### src/rtl/audio_cfg_pkg.sv
// Shared WM8731 register map, boot table and FSM encoding for the codec configuration sequencer.
package audio_cfg_pkg;

    localparam int unsigned CFG_LEN = 12;
    localparam int unsigned IDX_W   = 4;

    localparam logic [6:0] R0_LLINE  = 7'h00;
    localparam logic [6:0] R1_RLINE  = 7'h01;
    localparam logic [6:0] R2_LHP    = 7'h02;
    localparam logic [6:0] R3_RHP    = 7'h03;
    localparam logic [6:0] R4_APATH  = 7'h04;
    localparam logic [6:0] R5_DPATH  = 7'h05;
    localparam logic [6:0] R6_PWR    = 7'h06;
    localparam logic [6:0] R7_IFACE  = 7'h07;
    localparam logic [6:0] R8_SRATE  = 7'h08;
    localparam logic [6:0] R9_ACTIVE = 7'h09;
    localparam logic [6:0] R15_RESET = 7'h0F;

    // Reset first, power up everything but outputs, set paths, then I2S/16-bit slave and activate
    localparam logic [15:0] CFG_TABLE [CFG_LEN] = '{
        {R15_RESET, 9'h000}, {R6_PWR,    9'h010}, {R0_LLINE,  9'h017}, {R1_RLINE, 9'h017},
        {R2_LHP,    9'h079}, {R3_RHP,    9'h079}, {R4_APATH,  9'h012}, {R5_DPATH, 9'h000},
        {R7_IFACE,  9'h002}, {R8_SRATE,  9'h000}, {R9_ACTIVE, 9'h001}, {R6_PWR,   9'h000}
    };

    typedef enum logic [2:0] {
        ST_IDLE, ST_ISSUE, ST_WAIT, ST_SETTLE, ST_NEXT, ST_DONE, ST_ERROR
    } cfg_state_e;

endpackage

### src/rtl/audio_codec_cfg_sequencer_if.sv
// Write-request handshake between the configuration sequencer and the I2C write master.
interface audio_codec_cfg_sequencer_if;
    logic        i2c_req;
    logic [15:0] i2c_wdata;
    logic        i2c_ack;
    logic        i2c_nack;

    modport master (output i2c_req, output i2c_wdata, input i2c_ack, input i2c_nack);
    modport slave  (input i2c_req, input i2c_wdata, output i2c_ack, output i2c_nack);
endinterface

### src/rtl/audio_cfg_rom.sv
// Combinational boot-table lookup; indices past the table read as zero flagged last.
module audio_cfg_rom
    import audio_cfg_pkg::*;
(
    input  logic [IDX_W-1:0] idx,
    output logic [15:0]      word,
    output logic             last
);

    always_comb begin
        word = '0;
        last = 1'b1;
        if (idx < IDX_W'(CFG_LEN)) begin
            word = CFG_TABLE[idx];
            last = (idx == IDX_W'(CFG_LEN - 1));
        end
    end

endmodule

### src/rtl/audio_codec_cfg_sequencer.sv
// WM8731 boot configurator: walks the register table over the I2C write handshake with retries.
// AUDIO_CFG_RUNTIME_WR_EN adds a single-shot host write path usable once the table is done.
module audio_codec_cfg_sequencer
    import audio_cfg_pkg::*;
#(
    parameter int unsigned CLK_FREQ_MHZ = 50,
    parameter int unsigned SETTLE_US    = 100,
    parameter int unsigned RETRY_MAX    = 3,
    parameter int unsigned AUTO_START   = 1
) (
    input  logic clk,
    input  logic rst_n,
    input  logic start,
    audio_codec_cfg_sequencer_if.master i2c,
    output logic busy,
    output logic done,
    output logic error,
    output logic xcvr_en
`ifdef AUDIO_CFG_RUNTIME_WR_EN
    ,
    input  logic        host_wr_req,
    input  logic [15:0] host_wr_word,
    output logic        host_wr_ack,
    output logic        host_wr_err
`endif
);

    localparam int unsigned SETTLE_CYC = CLK_FREQ_MHZ * SETTLE_US;
    localparam int unsigned CW         = $clog2(SETTLE_CYC + 1);
    localparam int unsigned RW         = $clog2(RETRY_MAX + 1);

    cfg_state_e       state;
    logic [IDX_W-1:0] idx;
    logic [RW-1:0]    retry;
    logic [RW-1:0]    retry_inc;
    logic [CW-1:0]    cnt;
    logic             auto_pend;
    logic [15:0]      rom_word;
    logic             rom_last;
`ifdef AUDIO_CFG_RUNTIME_WR_EN
    logic             host_pend;
    logic             host_mode;
    logic [15:0]      host_word;
`endif

    assign retry_inc = retry + RW'(1);
    assign xcvr_en   = done;

    audio_cfg_rom u_rom (
        .idx  (idx),
        .word (rom_word),
        .last (rom_last)
    );

    // Sequencer FSM; retry==0 on leaving SETTLE means the settle followed an acked reset word
    always_ff @(posedge clk or negedge rst_n) begin
        if (!rst_n) begin
            state         <= ST_IDLE;
            i2c.i2c_req   <= 1'b0;
            i2c.i2c_wdata <= '0;
            busy          <= 1'b0;
            done          <= 1'b0;
            error         <= 1'b0;
            idx           <= '0;
            retry         <= '0;
            cnt           <= '0;
            auto_pend     <= (AUTO_START != 0);
`ifdef AUDIO_CFG_RUNTIME_WR_EN
            host_pend     <= 1'b0;
            host_mode     <= 1'b0;
            host_word     <= '0;
            host_wr_ack   <= 1'b0;
            host_wr_err   <= 1'b0;
`endif
        end else begin
`ifdef AUDIO_CFG_RUNTIME_WR_EN
            host_wr_ack <= 1'b0;
            if (host_wr_req && !host_pend) begin
                host_pend <= 1'b1;
                host_word <= host_wr_word;
            end
`endif
            case (state)
                ST_IDLE: begin
                    if (start || auto_pend) begin
                        auto_pend <= 1'b0;
                        idx       <= '0;
                        retry     <= '0;
                        done      <= 1'b0;
                        error     <= 1'b0;
                        busy      <= 1'b1;
                        state     <= ST_ISSUE;
                    end
                end
                ST_ISSUE: begin
`ifdef AUDIO_CFG_RUNTIME_WR_EN
                    i2c.i2c_wdata <= host_mode ? host_word : rom_word;
`else
                    i2c.i2c_wdata <= rom_word;
`endif
                    i2c.i2c_req   <= 1'b1;
                    state         <= ST_WAIT;
                end
                ST_WAIT: begin
                    if (i2c.i2c_ack || i2c.i2c_nack) begin
                        i2c.i2c_req <= 1'b0;
                        cnt         <= '0;
`ifdef AUDIO_CFG_RUNTIME_WR_EN
                        if (host_mode) begin
                            host_mode   <= 1'b0;
                            host_wr_ack <= 1'b1;
                            host_wr_err <= i2c.i2c_nack;
                            busy        <= 1'b0;
                            state       <= ST_DONE;
                        end else
`endif
                        if (i2c.i2c_nack) begin
                            retry <= retry_inc;
                            if (retry_inc == RW'(RETRY_MAX)) begin
                                busy  <= 1'b0;
                                error <= 1'b1;
                                state <= ST_ERROR;
                            end else begin
                                state <= ST_SETTLE;
                            end
                        end else begin
                            retry <= '0;
                            state <= (idx == '0) ? ST_SETTLE : ST_NEXT;
                        end
                    end
                end
                ST_SETTLE: begin
                    if (cnt == CW'(SETTLE_CYC - 1)) begin
                        cnt   <= '0;
                        state <= (retry == '0) ? ST_NEXT : ST_ISSUE;
                    end else begin
                        cnt <= cnt + CW'(1);
                    end
                end
                ST_NEXT: begin
                    if (rom_last) begin
                        busy  <= 1'b0;
                        done  <= 1'b1;
                        state <= ST_DONE;
                    end else begin
                        idx   <= idx + IDX_W'(1);
                        state <= ST_ISSUE;
                    end
                end
                ST_DONE, ST_ERROR: begin
                    if (start) begin
                        idx   <= '0;
                        retry <= '0;
                        done  <= 1'b0;
                        error <= 1'b0;
                        busy  <= 1'b1;
                        state <= ST_ISSUE;
                    end
`ifdef AUDIO_CFG_RUNTIME_WR_EN
                    else if (state == ST_DONE && host_pend) begin
                        host_pend <= 1'b0;
                        host_mode <= 1'b1;
                        busy      <= 1'b1;
                        state     <= ST_ISSUE;
                    end
`endif
                end
                default: state <= ST_IDLE;
            endcase
        end
    end

endmodule

### src/flat_wrapper.sv
// flat-port wrapper written by rule: the top's interface ports become plain ports
module audio_codec_cfg_sequencer_flat import audio_cfg_pkg::*;
#(
    parameter int unsigned CLK_FREQ_MHZ = 50,
    parameter int unsigned SETTLE_US    = 100,
    parameter int unsigned RETRY_MAX    = 3,
    parameter int unsigned AUTO_START   = 1
)
  (clk, rst_n, start, busy, done, error, xcvr_en, i2c_i2c_req, i2c_i2c_wdata, i2c_i2c_ack, i2c_i2c_nack);
  audio_codec_cfg_sequencer_if i2c_i ();
  input  logic clk;
  input  logic rst_n;
  input  logic start;
  output logic busy;
  output logic done;
  output logic error;
  output logic xcvr_en;
  output wire logic [$bits(i2c_i.i2c_req)-1:0] i2c_i2c_req;
  output wire logic [$bits(i2c_i.i2c_wdata)-1:0] i2c_i2c_wdata;
  input wire logic [$bits(i2c_i.i2c_ack)-1:0] i2c_i2c_ack;
  input wire logic [$bits(i2c_i.i2c_nack)-1:0] i2c_i2c_nack;
  assign i2c_i2c_req = i2c_i.i2c_req;
  assign i2c_i2c_wdata = i2c_i.i2c_wdata;
  assign i2c_i.i2c_ack = i2c_i2c_ack;
  assign i2c_i.i2c_nack = i2c_i2c_nack;
  audio_codec_cfg_sequencer #(.CLK_FREQ_MHZ(CLK_FREQ_MHZ), .SETTLE_US(SETTLE_US), .RETRY_MAX(RETRY_MAX), .AUTO_START(AUTO_START)) u_core (.clk(clk), .rst_n(rst_n), .start(start), .i2c(i2c_i), .busy(busy), .done(done), .error(error), .xcvr_en(xcvr_en));
endmodule
### config.mk
export PLATFORM = sky130hd
export DESIGN_NAME = audio_codec_cfg_sequencer_flat
export DESIGN_NICKNAME = d
export VERILOG_FILES = /design/src/rtl/audio_cfg_pkg.sv /design/src/rtl/audio_codec_cfg_sequencer_if.sv /design/src/rtl/audio_cfg_rom.sv /design/src/rtl/audio_codec_cfg_sequencer.sv /design/src/flat_wrapper.sv
export SDC_FILE = /design/constraint.sdc
export NUM_CORES = 1
export LEC_CHECK = 0
export BUFFER_PORTS_ARGS = -buffer_cell sky130_fd_sc_hd__buf_2
export CAP_MARGIN = 25
export CORE_AREA = 8 8 118 109
export DETAILED_ROUTE_END_ITERATION = 10
export DIE_AREA = 0 0 126 117
export GPL_TIMING_DRIVEN = 0
export HOLD_SLACK_MARGIN = 0.12
export MAX_ROUTING_LAYER = met4
export PLACE_DENSITY = 0.47
export SYNTH_ARGS = -nofsm -noshare
export SYNTH_HDL_FRONTEND = slang
export SYNTH_HIERARCHICAL = 1
export SYNTH_SLANG_ARGS = --single-unit
### constraint.sdc
create_clock -name clk -period 3.5 [get_ports clk]
set_clock_uncertainty 0.1 [all_clocks]
set_input_delay 0.525 -clock clk [delete_from_list [all_inputs] [get_ports clk]]
set_output_delay 0.525 -clock clk [all_outputs]
set_load 0.02 [all_outputs]
==> metrics.txt, run 1 <==
GR Util All Layers=8.87%; pre-CTS setup slack=1.50 ns; fill count=1,139; global-route wire length before repair=10.5 mm; Slew Limit Fails=0; max-cap viol count=0; DRT Pass-1 Iters=4; Logic pwr share=47.8%; Hold Buf Count CTS=0; pin count of the biggest net entering global routing=44; Fin Setup TNS=0 ns; area occupied by multi-input gates=1380 µm²; RSZ-0062 raised after global routing=no; Yosys Warn Count=6; Worst-path clk slew=0.06 ns; Starting Density=24.2%; actual slew at the worst max-slew pin=0.798 ns; min Tclk post-route=2.02 ns; Hold Fails Final Rpt=0; H-tree Lvls=2; post-DR wirelength/cell=13.7 µm; Die Width=126 µm; crit path kind=reg2reg; Synth Cell Area=2670 µm²; Seq pwr share=31.9%; most used flip-flop cell after synthesis=dfrtp_1; vias=2,155; Top Metal Used=met4; post-synthesis average cell area=9.83 µm²; final WL=6.07 mm; run status=finished, final reports clean; Root Driver=clkbuf_16; Worst Setup Start Kind=flip-flop; count leader, synth=dfrtp_1; io pins=26; switching share of power=40.7%; Sw Pwr=1.06 mW; CP Capture Type=flip-flop; Yosys top cell area share=39.4%; vias in the first global route=2,068; Max-slew headroom=46.4%; Synth area leader=dfrtp_1; top cells by area, synth=dfrtp_1 39%, mux2_2 7.2%, ha_1 5.6%; r2r setup slk=1.48 ns; worst skew pair latency=0.28 ns; hpwl dp=4.32 mm; post-synth cell types=60; Syn-to-layout area delta=18.4%; worst vdd ir=0.000256 V; die area=14,700 µm²; metal2 WL=2.66 mm; clk buf depth=2; WL met1=3.05 mm; CP Buf/Inv Count=0; crit path max fanout=8; reg2reg path depth=7; CTS tree=yes; HP Class=in2async; Fmax=495 MHz; Die H=117 µm; top post-synthesis cells by count=42 x dfrtp_1, 18 x a31oi_1, 17 x mux2_2, 14 x inv_1, 14 x nand3_1; Seq/Total Area, Yosys=40.4%; Slowest cell on crit path=dfrtp_1; post-CTS setup buffers=0; CP required=3.56 ns; DRT iter0 DRCs=175; internal power=1.55 mW; power share of the clock group=20.4%; metal3 WL=326 µm; sequential standard cell area=1080 µm²; n_diodes=0; Core Area=11,000 µm²; Pleak=1.36 nW; layout net count=323; family with the most delay on the worst path=compound AO/OA/AOI/OAI gates; Resized Gates After CTS=0; Arrival @ worst endpoint=2.08 ns; CP Cell Sequence=ha_1 -> nor2_1 -> nor2_1 -> nor2_1 -> o21ai_0 -> a31oi_1 -> mux2i_1; Async SR Flop Fraction=100%; drt drc=0; Final Setup Violations=0; floorplan row count=37; power per cell area=828 nW/µm²; Routed Antenna Nets=0; Placer Congestion=0.836; number of synthesized flops with an enable pin=0; Avg Vias per Cell=4.86; gr ovfl total=0; Final Cycle Share=57.7%; I/O Buffers=23; Cells after Synth=271; share of post-route cells with drive strength above 1=26.4%; most used cell, CP=nor2_1; reg2reg start=u_core/idx[1]$_DFFE_PN0P_; PnR worst setup slack=1.48 ns; #FFs+latches synth=43; total CTS buffers=5; clock sinks=43; initial antenna violation count=0; Crit path largest cell delay=0.50 ns; Crit Reg-Reg Endpoint=u_core/idx[3]$_DFFE_PN0P_
==> worst reg2reg max path: stages, from the launching register on <==
cell and delay [ns]:
dfrtp_1 0.50, ha_1 0.24, nor2_1 0.05, nor2_1 0.23, nor2_1 0.09, o21ai_0 0.37, a31oi_1 0.18, mux2i_1 0.15
==> power by group through the flow <==
stage	logic (mW)	registers, mW	clock network [mW]
floorplan	0.852	0.903	0
global placement	1.25	0.837	0
detailed placement	1.26	0.839	0
CTS	1.26	0.832	0.557
global route	1.40	0.865	0.574
finish	1.25	0.832	0.531
==> metal layers <==
layer  up-vias  global-route usage [%]
met2        41                    13.6
met4         0                    2.00
met5         -                       -
met3         2                    2.26
li1       1055                       -
met1      1057                    11.6
==> registers in the layout (all words and copies together), names as in the netlist <==
name	cells
u_core/i2c.i2c_req	1
u_core/error	1
u_core/i2c.i2c_wdata	16
u_core/idx	4
u_core/cnt	13
u_core/retry	2
u_core/done	1
u_core/state	3
u_core/busy	1
u_core/auto_pend	1
==> metrics by stage <==
stage / total power [mW] / cells / instance area [µm²] / utilization (%) / hold WS (ns)
detailed placement: 2.09 / 434 / 2970 / 26.9 / 0.363
floorplan: 1.76 / 275 / 2680 / - / 0.129
CTS: 2.65 / 442 / 3130 / 28.4 / 0.357
global route: 2.84 / 443 / 3150 / 28.6 / 0.136
finish: 2.61 / 443 / 3150 / 28.6 / 0.103
global placement: 2.08 / 434 / 2970 / 26.9 / 0.364
==> cell families (layout without fill, tap and decap cells) <==
family | count (synthesis) | after routing | share of synthesized area, %
flops | 43 | 43 | 40.4
other cells | 1 | 5 | 0.141
fa+ha+maj | 12 | 12 | 5.63
compound gates | 68 | 68 | 17.3
buf+inv | 41 | 73 | 8.22
mux | 22 | 22 | 9.06
simple gates | 83 | 83 | 18.9
xor+xnor | 1 | 1 | 0.329
==> area by class of cell <==
cell class | count | area share, %
flip-flops and latches | 43 | 34.2
plain buffers | 25 | 5.04
clock inverters | 3 | 1.39
repair buffers | 24 | 4.28
multi-input cells | 191 | 43.9
inverters | 16 | 1.90
clock buffers | 5 | 3.97
well taps | 136 | 5.39
==> layout by cell type, fill, tap and decap left out, drive strengths merged, types with 4 or more instances in the layout <==
cell / synthesis / routed
nor2b: 9 / 9
buf: 23 / 47
nor3: 5 / 5
dfrtp: 42 / 42
mux2i: 5 / 5
a31oi: 18 / 18
mux2: 17 / 17
a21oi: 7 / 7
conb: 1 / 5
nand3: 16 / 16
nor4: 4 / 4
a21o: 4 / 4
ha: 12 / 12
inv: 16 / 16
clkbuf: 2 / 7
nor2: 8 / 8
o22ai: 4 / 4
nand2: 14 / 14
o21ai: 12 / 12
==> how the worst max path moves through the flow <==
stage	from	to	slack [ns]	depth (start not counted)
5_1_grt	u_core/idx[1]$_DFFE_PN0P_	u_core/idx[2]$_DFFE_PN0P_	1.27	7
6_report	u_core/idx[1]$_DFFE_PN0P_	u_core/idx[3]$_DFFE_PN0P_	1.48	7
3_5_place_dp	u_core/state[2]$_DFFE_PN0P_	u_core/i2c.i2c_wdata[4]$_DFFE_PN0P_	1.50	4
3_3_place_gp	u_core/state[2]$_DFFE_PN0P_	u_core/i2c.i2c_wdata[6]$_DFFE_PN0P_	1.53	4
4_1_cts	u_core/state[2]$_DFFE_PN0P_	u_core/i2c.i2c_wdata[4]$_DFFE_PN0P_	1.49	4
2_1_floorplan	start	u_core/idx[2]$_DFFE_PN0P_	1.71	6
Power figures use the tool's default switching activity.
==> inputs of run 2 (changes only) <==
Settings changed: ABC_AREA from default to 1, CORE_AREA 8 8 118 109 to 8 8 119 110, DIE_AREA 0 0 126 117 to 0 0 127 118.
Clock period 3.5 ns to 1.95 ns, I/O delays scaled along.
==> run 2 against run 1 <==
Compared with the run above: flip-flop and latch count unchanged; clock power up 83%; wire length down 2.7%; non-clock buffer count down 10; final area up 2.1%; sequential share of layout area down 0.72 points; fmax up 17%; die area up 1.7%; via count down 0.42%; cell count up 15%; synthesized cell count up 23%; critical path type unchanged.
==> metrics.txt, run 2 <==
power per cell area=1240 nW/µm² (was 828 nW/µm²); number of flip-flops in the largest register=16 (unchanged); Hold Fails Final Rpt=0 (unchanged); CP Capture Type=flip-flop (unchanged); Resized Gates After CTS=0 (unchanged); most frequent cells in the layout=95 x nand2_1, 42 x dfrtp_1, 37 x inv_1, 34 x nand3_1, 30 x nor2_1 (was 42 x dfrtp_1, 33 x buf_2, 18 x a31oi_1, 17 x mux2_2); gr ovfl total=0 (unchanged); io pins=26 (unchanged); Routed Antenna Nets=0 (unchanged); Worst Setup Start Kind=flip-flop (unchanged); PnR worst setup slack=0.218 ns (was 1.48 ns); max-cap viol count=0 (unchanged); post-synthesis average cell area=8.12 µm² (was 9.83 µm²); Worst-path clk slew=0.06 ns (about the same); post-DR wirelength/cell=11.6 µm (was 13.7 µm); Fmax=577 MHz (was 495 MHz); initial antenna violation count=0 (unchanged); post-synth cell types=32 (was 60); H-tree Lvls=2 (unchanged); global-route wire length before repair=10.5 mm (about the same); total CTS buffers=5 (unchanged); run status=finished, final reports clean (unchanged); number of synthesized flops with an enable pin=0 (unchanged); Arrival @ worst endpoint=1.81 ns (was 2.08 ns); layout net count=389 (was 323); Hold Buf Count CTS=1 (was 0); clock sinks=43 (unchanged); Async SR Flop Fraction=100% (unchanged); Core Area=11,100 µm² (was 11,000 µm²); clk buf depth=2 (unchanged); I/O Buffers=25 (was 23); vias=2,146 (was 2,155); top post-synthesis cells by count=95 x nand2_1, 42 x dfrtp_1, 37 x inv_1, 34 x nand3_1, 30 x nor2_1 (was 42 x dfrtp_1, 18 x a31oi_1, 17 x mux2_2, 14 x inv_1, 14 x nand3_1); most used flip-flop cell after synthesis=dfrtp_1 (unchanged); top cells by area, synth=dfrtp_1 39%, nand2_1 13%, nand3_1 6.3% (was dfrtp_1 39%, mux2_2 7.2%, ha_1 5.6%); Final Setup Violations=0 (unchanged); CP Cell Sequence=inv_1 -> ha_1 -> nor2_1 -> nor2_1 -> nor2_1 -> mux2_2 (was ha_1 -> nor2_1 -> nor2_1 -> nor2_1 -> o21ai_0 -> a31oi_1 -> mux2i_1); die area=15,000 µm² (was 14,700 µm²); Fin Setup TNS=0 ns (unchanged); n_diodes=0 (unchanged); DRT iter0 DRCs=74 (was 175); Slew Limit Fails=0 (unchanged); worst skew pair latency=0.29 ns (was 0.28 ns); RSZ-0062 raised after global routing=no (unchanged); Largest regs=u_core/i2c.i2c_wdata x16, u_core/cnt x13, u_core/idx x4 (unchanged); crit path kind=reg2reg (unchanged); min Tclk post-route=1.73 ns (was 2.02 ns); Crit path largest cell delay=0.48 ns (was 0.50 ns); Avg Vias per Cell=4.22 (was 4.86); most used cell, CP=nor2_1 (unchanged); pre-CTS setup slack=0.219 ns (was 1.50 ns); Biggest register=u_core/i2c.i2c_wdata (unchanged); Die H=118 µm (was 117 µm); Post-Layout Inst Area=3220 µm² (was 3150 µm²); Cells after Synth=334 (was 271); Slowest cell on crit path=dfrtp_1 (unchanged); placed inst area=3040 µm² (was 2970 µm²); Pleak=1.63 nW (was 1.36 nW); final hold slack=0.223 ns (was 0.103 ns); HP Class=in2reg (was in2async); CTS tree=yes (unchanged); Starting Density=24.4% (was 24.2%); Yosys Warn Count=6 (unchanged); share of post-route cells with drive strength above 1=23.9% (was 26.4%); floorplan row count=37 (unchanged); final WL=5.90 mm (was 6.07 mm); Seq/Total Area, Yosys=39.7% (was 40.4%); count leader, synth=nand2_1 (was dfrtp_1); #FFs+latches synth=43 (unchanged); GR Util All Layers=8.77% (was 8.87%); Synth area leader=dfrtp_1 (unchanged); drt drc=0 (unchanged); Die Width=127 µm (was 126 µm); Synth Cell Area=2710 µm² (was 2670 µm²); DRT Pass-1 Iters=4 (unchanged); fill count=1,220 (was 1,139); vias in the first global route=2,150 (was 2,068); Final Cycle Share=88.8% (was 57.7%); Placer Congestion=0.783 (was 0.836); post-CTS setup buffers=0 (unchanged); pin count of the biggest net entering global routing=37 (was 44); Syn-to-layout area delta=18.8% (was 18.4%); Root Driver=clkbuf_16 (unchanged); worst vdd ir=0.000510 V (was 0.000256 V); crit path max fanout=7 (was 8); CP required=2.02 ns (was 3.56 ns); hpwl dp=4.44 mm (was 4.32 mm); Yosys top cell area share=38.7% (was 39.4%); commonest non-fill, non-tap cell in the layout=nand2_1 (was dfrtp_1)
run 2: changes by cell type in the layout (fill, tap and decap cells not counted), sizes merged, moves of 5 or more:
cell	delta
nand2	+90
inv	+27
nor2	+26
nand3	+19
a31oi	-18
buf	-10
nor2b	-9
mux2i	-5
run 2: critical path: cells and delay by family (launching register included):
family | cells | cell delay (ns)
simple gates | 3 | 0.28
fa+ha+maj | 1 | 0.35
buf+inv | 1 | 0.15
flops | 1 | 0.48
mux | 1 | 0.25
run 2: cells by family (layout without fill, tap and decap cells):
kind of cell	Yosys count	count (layout)	synth area share [%]
other	1	5	0.138
and+or+nand+nor	182	182	31.4
xor gates and xnor gates	3	3	0.969
buffers and inverters	56	91	10.1
AOI/OAI and AO/OA	21	21	4.38
DFF	43	43	39.7
muxes	16	16	7.75
adders and majority gates	12	12	5.53
run 2: final timing paths:
kind / startpoint / to / slack, ns / cells after the start
hold / removal: i2c_i2c_nack / u_core/retry[1]$_DFFE_PN0P_ / 0.22 / 3
setup / recovery: u_core/idx[1]$_DFFE_PN0P_ / u_core/i2c.i2c_wdata[10]$_DFFE_PN0P_ / 0.22 / 6
max in group asynchronous: rst_n / u_core/i2c.i2c_wdata[7]$_DFFE_PN0P_ / 0.98 / 3
setup reg to reg: u_core/idx[1]$_DFFE_PN0P_ / u_core/i2c.i2c_wdata[10]$_DFFE_PN0P_ / 0.22 / 6
hold reg to reg: u_core/busy$_DFFE_PN0P_ / u_core/busy$_DFFE_PN0P_ / 0.37 / 2
min in group asynchronous: rst_n / u_core/busy$_DFFE_PN0P_ / 0.31 / 2
run 2: per-layer routing:
metal  routed length (µm)  GRT usage, %  part of all wire [%]
met5                    0             -                     0
met2                 2490          12.7                    42
met1                 3080          11.5                    52
met4                   56          2.67                  0.95
met3                  279          2.58                   4.7
run 2: final cells by class:
cell class                      count  area, µm²  share of cell area, %
Clock buffer                        5        125                   3.88
Buffer                             12        108                   3.34
Tap cell                          136        170                   5.28
Sequential cell                    43       1080                   33.4
Multi-Input combinational cell    239       1380                   42.7
Timing Repair Buffer               27        155                   4.82
Inverter                           44        166                   5.17
Clock inverter                      3       43.8                   1.36
run 2: where the power goes:
| group | switching (mW) | internal, mW |
|---|---|---|
| Clock | 0.368 | 0.605 |
| Combinational | 1.09 | 0.647 |
| Sequential | 0.184 | 1.12 |
| Total | 1.64 | 2.37 |
run 2: metrics by stage:
stage	power [mW]	utilization (%)	std cells
6_report	4.00	29.0	509
5_1_grt	4.35	29.0	509
4_1_cts	4.07	29.0	509
3_5_place_dp	3.06	27.4	500
3_3_place_gp	3.04	27.2	499
2_1_floorplan	2.62	-	338
==> inputs of run 3 (changes only) <==
Settings changed: CTS_BUF_LIST from default to sky130_fd_sc_hd__clkbuf_2, HOLD_SLACK_MARGIN 0.12 to 0.1, SETUP_SLACK_MARGIN from default to 0.4.
==> run 3 against run 2 <==
Compared with the run above: fmax is 14% higher; power is 1.7% higher; register-to-register slack better by 0.21 ns; largest power group unchanged; utilization is 3.0 points higher; final area is 10% higher; sequential share of layout area is 3.0 points lower.
==> metrics.txt, run 3 (synthesis gave the netlist of run 2 again) <==
run status=finished, final reports clean (unchanged); share of post-route cells with drive strength above 1=37.0% (was 23.9%); reg2reg path depth=8 (was 6); layout net count=419 (was 389); Placer Congestion=0.783 (unchanged); initial antenna violation count=0 (unchanged); Final Setup Violations=0 (unchanged); drt drc=0 (unchanged); r2r setup slk=0.43 ns (was 0.22 ns); Slew Limit Fails=0 (unchanged); Arrival @ worst endpoint=1.80 ns (was 1.81 ns); global-route wire length before repair=10.8 mm (was 10.5 mm); Die Width=127 µm (unchanged); max-cap viol count=0 (unchanged); Root Driver=clkbuf_2 (was clkbuf_16); Pleak=1.75 nW (was 1.63 nW); vias in the first global route=2,267 (was 2,150); Crit Reg-Reg Endpoint=u_core/busy$_DFFE_PN0P_ (was u_core/i2c.i2c_wdata[10]$_DFFE_PN0P_); crit path kind=reg2reg (unchanged); hpwl dp=4.44 mm (unchanged); n_diodes=0 (unchanged); Worst Setup Start Kind=flip-flop (unchanged); worst vdd ir=0.000498 V (was 0.000510 V); CP required=2.23 ns (was 2.02 ns); H-tree Lvls=2 (unchanged); Placed Instances=500 (unchanged); Starting Density=24.4% (unchanged); DRT iter0 DRCs=76 (was 74); metal3 WL=291 µm (was 279 µm); Biggest register=u_core/i2c.i2c_wdata (unchanged); commonest non-fill, non-tap cell in the layout=nand2_1 (unchanged); post-DR wirelength/cell=11.9 µm (was 11.6 µm); io pins=26 (unchanged); WL met1=3.23 mm (was 3.08 mm); Fin Setup TNS=0 ns (unchanged); final WL=6.39 mm (was 5.90 mm); fill count=1,200 (was 1,220); Avg Vias per Cell=4.30 (was 4.22); RSZ-0062 raised after global routing=yes (was no); metal2 WL=2.81 mm (was 2.49 mm); min Tclk post-route=1.52 ns (was 1.73 ns); clock sinks=43 (unchanged); Routed Antenna Nets=0 (unchanged); worst skew pair latency=0.44 ns (was 0.29 ns); CP Capture Point=u_core/busy$_DFFE_PN0P_ (was u_core/i2c.i2c_wdata[10]$_DFFE_PN0P_); floorplan row count=37 (unchanged); Syn-to-layout area delta=30.9% (was 18.8%); area occupied by multi-input gates=1520 µm² (was 1380 µm²); HP Class=in2async (was in2reg); power per cell area=1150 nW/µm² (was 1240 nW/µm²); GR Util All Layers=8.89% (was 8.77%); Non-Filler Instances=539 (was 509); most frequent cells in the layout=88 x nand2_1, 38 x dfrtp_1, 32 x inv_1, 29 x nand3_1, 28 x buf_4 (was 95 x nand2_1, 42 x dfrtp_1, 37 x inv_1, 34 x nand3_1, 30 x nor2_1); I/O Buffers=25 (unchanged); Worst-path clk slew=0.27 ns (was 0.06 ns); Largest regs=u_core/i2c.i2c_wdata x16, u_core/cnt x13, u_core/idx x4 (unchanged); CP Capture Type=flip-flop (unchanged); die area=15,000 µm² (unchanged); vias=2,320 (was 2,146); Core Area=11,100 µm² (unchanged); Hold Fails Final Rpt=0 (unchanged); Die H=118 µm (unchanged); Top Metal Used=met4 (unchanged); Fmax=657 MHz (was 577 MHz); pin count of the biggest net entering global routing=37 (unchanged); sequential standard cell area=1080 µm² (about the same); CTS tree=yes (unchanged); Final Cycle Share=78.0% (was 88.8%); DRT Pass-1 Iters=4 (unchanged); gr ovfl total=0 (unchanged); origin of the worst setup path=u_core/idx[0]$_DFFE_PN0P_ (was u_core/idx[1]$_DFFE_PN0P_); total CTS buffers=5 (unchanged); reg2reg start=u_core/idx[0]$_DFFE_PN0P_ (was u_core/idx[1]$_DFFE_PN0P_); clk buf depth=2 (unchanged); crit path max fanout=8 (was 7); number of flip-flops in the largest register=16 (unchanged); overall power=4.07 mW (was 4.00 mW)
-- run 3: cell types whose count changed in the layout (fill, tap and decap cells not counted), moves of 6 or more --
cell	change
nand2_2	+6
nor2_2	+7
nand2_1	-7
buf_4	+20
nor2_1	-9
-- run 3: report_power, final --
part / internal [mW] / switching [mW]
clock network: 0.217 / 0.330
registers: 1.12 / 0.172
logic: 0.958 / 1.28
total: 2.29 / 1.78
-- run 3: routing by layer --
metal  up-vias  GRT usage (%)
li1       1184              -
met1      1087           11.6
met2        43           13.3
met3         6           2.31
met4         0           2.45
met5         -              -
-- run 3: critical path, cell delays in order, from the launching register on --
cell	delay, ns
dfrtp_2	0.49
ha_2	0.20
nor2_2	0.09
nor2_2	0.06
nand3_2	0.12
nand2_2	0.07
nor2_4	0.20
nand2_1	0.09
nand2_1	0.07
-- run 3: area by class of cell --
| class | instances | share of cell area [%] |
|---|---|---|
| clock buffer | 5 | 0.705 |
| sequential | 43 | 30.5 |
| inverter | 44 | 5.07 |
| clock inverter | 3 | 1.23 |
| multi-input combinational | 239 | 42.8 |
| buffer | 12 | 3.24 |
| timing repair buffer | 57 | 11.7 |
| tap | 136 | 4.79 |
-- run 3: worst min path at each step --
stage | startpoint | end | slack, ns | cells past startpoint
finish | rst_n | u_core/cnt[4]$_DFFE_PN0P_ | 0.26 | 3
floorplan | rst_n | u_core/busy$_DFFE_PN0P_ | -0.10 | 0
global route | rst_n | u_core/auto_pend$_DFFE_PN1P_ | 0.22 | 2
CTS | rst_n | u_core/auto_pend$_DFFE_PN1P_ | 0.24 | 2
global placement | u_core/error$_DFFE_PN0P_ | u_core/error$_DFFE_PN0P_ | 0.35 | 2
detailed placement | rst_n | u_core/error$_DFFE_PN0P_ | 0.07 | 1
-- run 3: per-stage QoR --
step,hold slack (ns),utilization (%),cell area (µm²),worst slack [ns]
after floorplan,-0.103,-,2730,0.417
after global placement,0.353,27.2,3020,0.238
after detailed placement,0.0701,27.4,3040,0.219
after CTS,0.237,29.9,3320,0.361
after global routing,0.221,32.0,3550,0.317
final,0.258,32.0,3550,0.429
-- run 3: what timing repair did --
item / in CTS / in global routing
pin swaps: 4 / 16
setup endpoints to repair: 30 / 35
setup buffers: 13 / 12
gates resized for setup: 13 / 44
hold endpoints to repair: 49 / 0
hold buffers: 6 / 0
